File: config.mk
export PLATFORM = sky130hd
export DESIGN_NAME = dcache_ctrl
export DESIGN_NICKNAME = d
export VERILOG_FILES = /design/src/rtl/dcache_ctrl.sv
export SDC_FILE = /design/constraint.sdc
export NUM_CORES = 1
export LEC_CHECK = 0
export BUFFER_PORTS_ARGS = -buffer_cell sky130_fd_sc_hd__buf_2
export CORE_UTILIZATION = 35
export CTS_BUF_LIST = sky130_fd_sc_hd__clkbuf_4
export DETAILED_ROUTE_END_ITERATION = 8
export PLACE_DENSITY = 0.54
export SYNTH_ARGS = -nofsm -noshare
export SYNTH_HDL_FRONTEND = slang
export SYNTH_SLANG_ARGS = --single-unit
File: constraint.sdc
create_clock -name clk -period 11.6 [get_ports clk]
set_input_delay 2.9 -clock clk [delete_from_list [all_inputs] [get_ports clk]]
set_output_delay 2.9 -clock clk [all_outputs]
set_load 0.005 [all_outputs]
File: src/rtl/dcache_ctrl.sv
// Data-cache access controller: serves loads/stores via a cache lookup/replace port and a byte-wide memory port.
// Optional feature macro: DCACHE_CTRL_CACHE_EN (undefined = every access is uncacheable, no replaces).
module dcache_ctrl (
  input  logic        clk,
  input  logic        rst,
  input  logic        req_valid,
  input  logic        req_we,
  input  logic [1:0]  req_size,
  input  logic [31:0] req_addr,
  input  logic [31:0] req_wdata,
  output logic        done,
  output logic [31:0] rdata,
  output logic        busy,
  output logic [31:0] c_addr,
  input  logic [31:0] c_data,
  input  logic        c_hit,
  output logic        c_replace,
  output logic [31:0] c_data_r,
  output logic        c_valid_r,
  output logic        mem_req,
  input  logic        mem_grant,
  output logic        mem_we,
  output logic [31:0] mem_addr,
  output logic [7:0]  mem_wdata,
  input  logic [7:0]  mem_rdata
);

  typedef enum logic [1:0] {IDLE, FILL, STORE, DONE} state_t;
  state_t state, state_nx;

  logic        we_q, cache_q, hit_q, pend_q;
  logic [1:0]  size_q, pidx_q, lane;
  logic [2:0]  icnt_q, xfer_n;
  logic [31:0] addr_q, wdata_q, buf_q, word_now, merged, base, req_aligned;
  logic        req_cache, fill_last, store_last;

  function automatic logic [31:0] align(input logic [31:0] a, input logic [1:0] s);
    case (s)
      2'd0:    return a;
      2'd1:    return {a[31:1], 1'b0};
      default: return {a[31:2], 2'b00};
    endcase
  endfunction

  function automatic logic [2:0] nbytes(input logic [1:0] s);
    case (s)
      2'd0:    return 3'd1;
      2'd1:    return 3'd2;
      default: return 3'd4;
    endcase
  endfunction

  function automatic logic [31:0] extract(input logic [31:0] w, input logic [1:0] ln,
                                          input logic [1:0] s);
    logic [31:0] sh;
    sh = w >> {ln, 3'b000};
    case (s)
      2'd0:    return {24'd0, sh[7:0]};
      2'd1:    return {16'd0, sh[15:0]};
      default: return sh;
    endcase
  endfunction

  assign req_aligned = align(req_addr, req_size);
`ifdef DCACHE_CTRL_CACHE_EN
  assign req_cache = (req_addr[17:16] != 2'b11);
`else
  assign req_cache = 1'b0;
`endif

  // Cacheable load misses fill the whole aligned word; everything else moves size-many bytes.
  assign xfer_n = (cache_q && !we_q) ? 3'd4 : nbytes(size_q);
  assign base   = (cache_q && !we_q) ? {addr_q[31:2], 2'b00} : addr_q;

  assign fill_last  = (state == FILL) && pend_q && ({1'b0, pidx_q} == xfer_n - 3'd1);
  assign store_last = (state == STORE) && mem_grant && (icnt_q == xfer_n - 3'd1);

  always_comb begin
    word_now = buf_q;
    if (pend_q) word_now[{pidx_q, 3'b000} +: 8] = mem_rdata;
  end

  always_comb begin
    merged = c_data;
    lane   = 2'b00;
    for (int k = 0; k < 4; k++) begin
      if (3'(k) < xfer_n) begin
        lane = addr_q[1:0] + 2'(k);
        merged[{lane, 3'b000} +: 8] = wdata_q[8*k +: 8];
      end
    end
  end

  assign c_addr    = (state == IDLE) ? req_addr : addr_q;
  assign mem_addr  = base + {29'd0, icnt_q};
  assign mem_wdata = wdata_q[{icnt_q[1:0], 3'b000} +: 8];
  assign done      = (state == DONE);
  assign busy      = (state != IDLE);
  assign c_valid_r = c_replace;

  always_comb begin
    state_nx  = state;
    mem_req   = 1'b0;
    mem_we    = 1'b0;
    c_replace = 1'b0;
    c_data_r  = 32'd0;
    case (state)
      IDLE: begin
        if (req_valid) begin
          if (req_we)                 state_nx = STORE;
          else if (req_cache && c_hit) state_nx = DONE;
          else                        state_nx = FILL;
        end
      end
      FILL: begin
        mem_req = (icnt_q < xfer_n);
        if (fill_last) begin
          state_nx  = DONE;
          c_replace = cache_q;
          c_data_r  = word_now;
        end
      end
      STORE: begin
        mem_req = 1'b1;
        mem_we  = 1'b1;
        if (store_last) begin
          state_nx  = DONE;
          c_replace = cache_q && hit_q;
          c_data_r  = merged;
        end
      end
      default: state_nx = IDLE;
    endcase
  end

  always_ff @(posedge clk or posedge rst) begin
    if (rst) begin
      state   <= IDLE;
      we_q    <= 1'b0;
      cache_q <= 1'b0;
      hit_q   <= 1'b0;
      pend_q  <= 1'b0;
      size_q  <= 2'd0;
      pidx_q  <= 2'd0;
      icnt_q  <= 3'd0;
      addr_q  <= 32'd0;
      wdata_q <= 32'd0;
      buf_q   <= 32'd0;
      rdata   <= 32'd0;
    end else begin
      state  <= state_nx;
      pend_q <= (state == FILL) && mem_req && mem_grant;
      if (state == IDLE && req_valid) begin
        we_q    <= req_we;
        size_q  <= req_size;
        addr_q  <= req_aligned;
        wdata_q <= req_wdata;
        cache_q <= req_cache;
        hit_q   <= c_hit;
        icnt_q  <= 3'd0;
        buf_q   <= 32'd0;
        if (!req_we && req_cache && c_hit)
          rdata <= extract(c_data, req_aligned[1:0], req_size);
      end
      if ((state == FILL || state == STORE) && mem_req && mem_grant) begin
        icnt_q <= icnt_q + 3'd1;
        pidx_q <= icnt_q[1:0];
      end
      if (state == FILL && pend_q) buf_q <= word_now;
      // I/O loads collect bytes from lane 0 upward, so only fills pick a lane.
      if (fill_last)
        rdata <= extract(word_now, cache_q ? addr_q[1:0] : 2'b00, size_q);
    end
  end

endmodule

After elaboration in Yosys (flattened, before gate mapping)
Cells that the tools add are included.
{ "totals": {"regBits": 138} }
{ "classes": {"addsub": 11, "magnitude_cmp": 5, "n_eq_ne": 10, "shifts": 11, "mux": 28, "n_reduce_logical": 17} }
{ "op_table": {"columns": ["operator", "n"], "rows": [
  ["$mux 32", 10],
  ["$bwmux 32", 5],
  ["$shift 8x7->32 const A", 5],
  ["$shiftx 8x7->32", 5],
  ["$pmux 32 s2", 2],
  ["$neg 5->7", 5],
  ["$add 32x3->32", 1],
  ["$shiftx 32x6->8", 1],
  ["$logic_and 1x1->1", 9],
  ["$mux 2", 4],
  ["$eq 2x1->1 const B", 3],
  ["$logic_not 2->1", 3],
  ["$lt 1x3->1 const A", 2],
  ["$lt 2x3->1 const A", 2],
  ["$mux 3", 2],
  ["$ne 2x2->1 const B", 3],
  ["$pmux 2 s3", 1],
  ["$pmux 3 s2", 1],
  ["$reduce_bool 2->1", 3],
  ["$add 2x2->2 const B", 2],
  ["$eq 2x2->1 const B", 2],
  ["$pmux 2 s2", 1],
  ["$add 3x1->3 const B", 1],
  ["$eq 2x3->1", 1],
  ["other kinds (8)", 8]
]} }

Logic depth before layout (Yosys ltp)
{ "logic_depth": {"ltp_word": 12, "mapped_depth": 10, "mapped_depth_nobuf": 8} }

Worst setup path before layout
No wires, ideal clock.
{ "synth_timing": {"path_type": "input to output", "from": "in mem_grant", "to": "out c_data_r[0]", "arrival_time_ns": 3.980, "required_ns": 8.700, "setup_slack_ns": 4.720, "path_stages": 5, "n_path_buf": 0, "cell_sequence": "and2_1 > nand3_1 > nor3_1 > o2bb2ai_1 > o21a_1"} }
{ "synth_between": {"elab_chain_len": 4} }
{ "synth_lines": {"columns": ["item", "line", "source"], "rows": [
  ["start: declaration", "21", "input logic mem_grant,"],
  ["$logic_and 1x1->1 (2 in a row)", "76", "assign store_last = (state == STORE) && mem_grant && (icnt_q == xfer_n - 3'd1);"],
  ["$mux 32", "126", "if (store_last) begin"],
  ["$pmux 32 s2", "107", "case (state)"],
  ["end: declaration", "18", "output logic [31:0] c_data_r,"]
]} }
No other way between the ends.

Worst setup path in the final report
{ "layout_timing": {"from": "in mem_grant", "to": "out c_data_r[2]"} }
Same word-level chain as after synthesis.

==> metrics.json <==
{
  "clock_tree": {
    "clk_pin_slew_ps": 130,
    "cts_post_setup_buffers_inserted": 0,
    "clock_tree.htree_level_count": 4,
    "cts_max_path_buffers": 2,
    "cts.hold.buffers_added": 0,
    "clockRootBuffer": "clkbuf_4",
    "clk_latency_ps": 600,
    "tritoncts": "yes",
    "tritoncts_num_sinks": 138,
    "cts-buffers-inserted": 17,
    "cts.repair.resized": 0
  },
  "routing": {
    "average_routed_wire_per_standard_cell_microns": 20.5,
    "post-route-drc-count": 0,
    "dr_total_vias": 8539,
    "drtAntennaViolNets": 0,
    "overall_routed_net_length_microns": 31000,
    "route.detailed.vias_per_inst": 5.66,
    "detailedRoute.firstIterationViolations": 895,
    "detailedRoute.firstPassIterationCount": 6
  },
  "synthesis": {
    "synth_area_sq_um": 8920,
    "seq_area_frac_synth": 0.387,
    "synth_cells": 956,
    "synth_seq_cells": 138,
    "ys_async_sr_fraction": 1.00,
    "yosys.cell_types.count": 63,
    "synth-edff-count": 0,
    "ys_warn_count": 0,
    "avgSynthCellArea_sq_um": 9.33,
    "postSynth.topFlopCell": "dfrtp_1"
  },
  "grt": {
    "antenna_found_initial": 1,
    "wire_length_of_the_first_global_routing_pass_microns": 46800,
    "grt_overflow": 0,
    "pin_count_of_the_biggest_net_entering_global_routing": 76,
    "grt_pass1_vias": 7949,
    "grt_util_all_layers": 0.238
  },
  "critical_path": {
    "cp.required_ps": 8700,
    "worst_setup_path_end_kind": "output pin",
    "critical_path.max_fanout": 8,
    "cp_data_arrival_time_ps": 4680,
    "startpoint": "mem_grant",
    "worstSetupPathType": "input port to output pin",
    "rrSetupSlack_ps": 8310,
    "rr_worst_depth": 6,
    "rr_startpoint": "state[0]$_DFFE_PP0P_",
    "regToRegEndpoint": "buf_q[15]$_DFFE_PP0P_",
    "critical_path.startpoint_type": "input port"
  },
  "die": {
    "placement_rows": 58,
    "fp.dieH_microns": 162,
    "die_area_sq_um": 26100,
    "design.core.area_sq_um": 25100,
    "die_w_microns": 162,
    "start_util": 0.355,
    "num_io_pins": 254
  },
  "sta": {
    "worst_slew_margin_rel": 0.125,
    "fin_worst_skew_ps": 34.1,
    "finalWorstPathRequiredPeriod_ps": 7580,
    "tightest_pin_transition_ps": 1300,
    "timing_hold_violations_final": 0,
    "setup_repair_after_global_routing_missed_its_margin": "false",
    "finalMaxSlewViolations": 0,
    "timing.final.setup_violations": 0,
    "layout_worst_path_cycle_share": 0.654,
    "achievable-frequency_ghz": 0.132,
    "totalNegativeSetupSlack_ps": 0
  },
  "worst_hold_path": {
    "hold_path.startpoint": "rdata[0]$_DFFE_PP0P_",
    "hold_path_class": "flip-flop to flip-flop",
    "worst_hold_path.num_cells": 2,
    "hold_path_sink": "rdata[0]$_DFFE_PP0P_"
  },
  "place": {
    "dp_wirelength_microns": 23000,
    "placed_cells": 1475,
    "io_buffer_count": 250,
    "gp_congestion": 0.898
  },
  "power_and_ir_drop": {
    "switching_part_of_the_total": 0.477,
    "power.ir.vdd_worst_mv": 0.133,
    "clockPowerShare": 0.135,
    "cellLeakagePower_nw": 4.70,
    "seq_power_share": 0.342,
    "powerDensity_nw_per_um2": 246,
    "switchingPower_mw": 1.25,
    "power_frac_comb": 0.523,
    "internal_power_mw": 1.37
  },
  "layout": {
    "layout-drive-gt1-share": 0.338,
    "area_growth_pct": 19.7,
    "count_of_nets_after_finishing": 1302,
    "layout.cells.non_filler": 1508
  },
  "run_status": {
    "run_status": "complete, no violations"
  },
  "job": {
    "drv.max_cap_violation_count": 0
  }
}
[critical path, stage by stage]
cell	delay, ps
buf_2	90
and2_1	170
nand3_1	200
nor3_1	770
o2bb2ai_1	190
o21a_1	210
buf_2	140
[sequential cells by signal (all words and copies together) (netlist names)]
name     flops
addr_q      32
icnt_q       3
rdata       32
wdata_q     32
pidx_q       2
pend_q       1
buf_q       32
size_q       2
state        2
[placed cells by master (no fill, tap or decap), types with 4 or more instances in the layout]
cell type | Yosys | routed
buf_4 | 4 | 4
nor2b_1 | 5 | 5
mux4_2 | 8 | 8
nand2_1 | 136 | 135
dfrtp_1 | 138 | 138
ha_1 | 25 | 24
o31a_1 | 9 | 9
o22ai_1 | 23 | 23
clkinvlp_4 | 0 | 4
nor2_1 | 44 | 44
and4_1 | 4 | 4
o31ai_1 | 17 | 17
buf_2 | 9 | 250
nand3_1 | 17 | 17
a221oi_1 | 23 | 23
xnor2_1 | 21 | 21
nand4_1 | 11 | 11
clkbuf_4 | 0 | 17
a22oi_1 | 22 | 22
xor2_1 | 11 | 11
a22o_1 | 25 | 25
o2bb2ai_1 | 8 | 8
a211oi_1 | 17 | 17
mux2_2 | 92 | 92
a21oi_1 | 46 | 46
nand2b_1 | 7 | 7
inv_1 | 30 | 29
a32oi_1 | 8 | 8
o211ai_1 | 9 | 9
o21ai_0 | 59 | 59
o21a_1 | 8 | 8
and3_1 | 8 | 8
nor3_1 | 22 | 22
inv_6 | 0 | 5
[power by group through the flow]
stage                     Combinational [mW]  Sequential [mW]  Clock [mW]
after global routing                    1.51            0.913       0.384
after detailed placement                1.36            0.899           0
after CTS                               1.37            0.886       0.363
after floorplan                        0.964            0.765           0
after global placement                  1.35            0.896           0
final                                   1.37            0.898       0.354
[metrics by stage]
| stage | setup slack (ps) | util | cell area (sq um) | total power, mW | hold slack (ps) |
|---|---|---|---|---|---|
| 5_1_grt | 3900 | 0.425 | 10700 | 2.80 | 509 |
| 2_1_floorplan | 4720 | - | 8920 | 1.73 | 450 |
| 6_report | 4020 | 0.425 | 10700 | 2.63 | 486 |
| 3_5_place_dp | 4080 | 0.413 | 10400 | 2.26 | 461 |
| 3_3_place_gp | 4050 | 0.413 | 10400 | 2.25 | 455 |
| 4_1_cts | 4070 | 0.425 | 10700 | 2.62 | 495 |
[worst max-delay path by stage]
stage | to | slack, ps | cells past startpoint
2_1_floorplan | c_data_r[0] | 4720 | 5
3_3_place_gp | c_data_r[0] | 4050 | 7
3_5_place_dp | c_data_r[7] | 4080 | 7
4_1_cts | c_data_r[7] | 4070 | 7
5_1_grt | c_data_r[0] | 3900 | 7
6_report | c_data_r[2] | 4020 | 7
[synthesized netlist by cell type, types with 2 or more instances]
| master | count | share of area |
|---|---|---|
| dfrtp_1 | 138 | 0.39 |
| nand2_1 | 136 | 0.057 |
| mux2_2 | 92 | 0.12 |
| o21ai_0 | 59 | 0.033 |
| a21oi_1 | 46 | 0.026 |
| nor2_1 | 44 | 0.019 |
| clkbuf_1 | 41 | 0.017 |
| inv_1 | 30 | 0.013 |
| a22o_1 | 25 | 0.025 |
| ha_1 | 25 | 0.035 |
| a221oi_1 | 23 | 0.023 |
| o22ai_1 | 23 | 0.016 |
| a22oi_1 | 22 | 0.019 |
| nor3_1 | 22 | 0.012 |
| xnor2_1 | 21 | 0.021 |
| a211oi_1 | 17 | 0.014 |
| nand3_1 | 17 | 0.0095 |
| o31ai_1 | 17 | 0.014 |
| buf_1 | 12 | 0.0050 |
| nand4_1 | 11 | 0.0077 |
| xor2_1 | 11 | 0.011 |
| buf_2 | 9 | 0.0050 |
| o211ai_1 | 9 | 0.0076 |
| o31a_1 | 9 | 0.0088 |
| a32oi_1 | 8 | 0.0079 |
| and3_1 | 8 | 0.0056 |
| mux4_2 | 8 | 0.020 |
| o21a_1 | 8 | 0.0067 |
| o2bb2ai_1 | 8 | 0.0079 |
| nand2b_1 | 7 | 0.0049 |
| nor2b_1 | 5 | 0.0035 |
| and4_1 | 4 | 0.0039 |
| buf_4 | 4 | 0.0034 |
| and2_1 | 3 | 0.0021 |
| a21o_1 | 2 | 0.0017 |
| and3b_1 | 2 | 0.0020 |
| clkinv_1 | 2 | 0.00084 |
| nor3_2 | 2 | 0.0022 |
| or2_2 | 2 | 0.0014 |
[layout make-up]
| type | count | area [sq um] |
|---|---|---|
| Tap cell | 330 | 413 |
| Clock buffer | 17 | 128 |
| Multi-Input combinational cell | 721 | 5090 |
| Timing Repair Buffer | 254 | 1280 |
| Clock inverter | 15 | 184 |
| Sequential cell | 138 | 3450 |
| Antenna cell | 1 | 2.50 |
| Inverter | 32 | 125 |
| Fill cell | 2618 | 14400 |
[metal layers]
metal,vias up,GRT usage,part of all wire
li1,3950,-,-
met5,-,0,0
met2,384,0.365,0.46
met1,4147,0.330,0.44
met3,58,0.0513,0.079
met4,0,0.0832,0.029
[cell families (layout without fill, tap and decap cells)]
group,Yosys count,after routing,synth area share
xor gates and xnor gates,32,32,0.0314
and+or+nand+nor,275,275,0.143
DFF,138,138,0.387
other,1,3,0.000420
adders and majority gates,26,26,0.0373
muxes,100,100,0.136
AOI/OAI and AO/OA,286,286,0.220
buffers and inverters,98,318,0.0442
No activity file was read; power rests on OpenSTA's default activity.
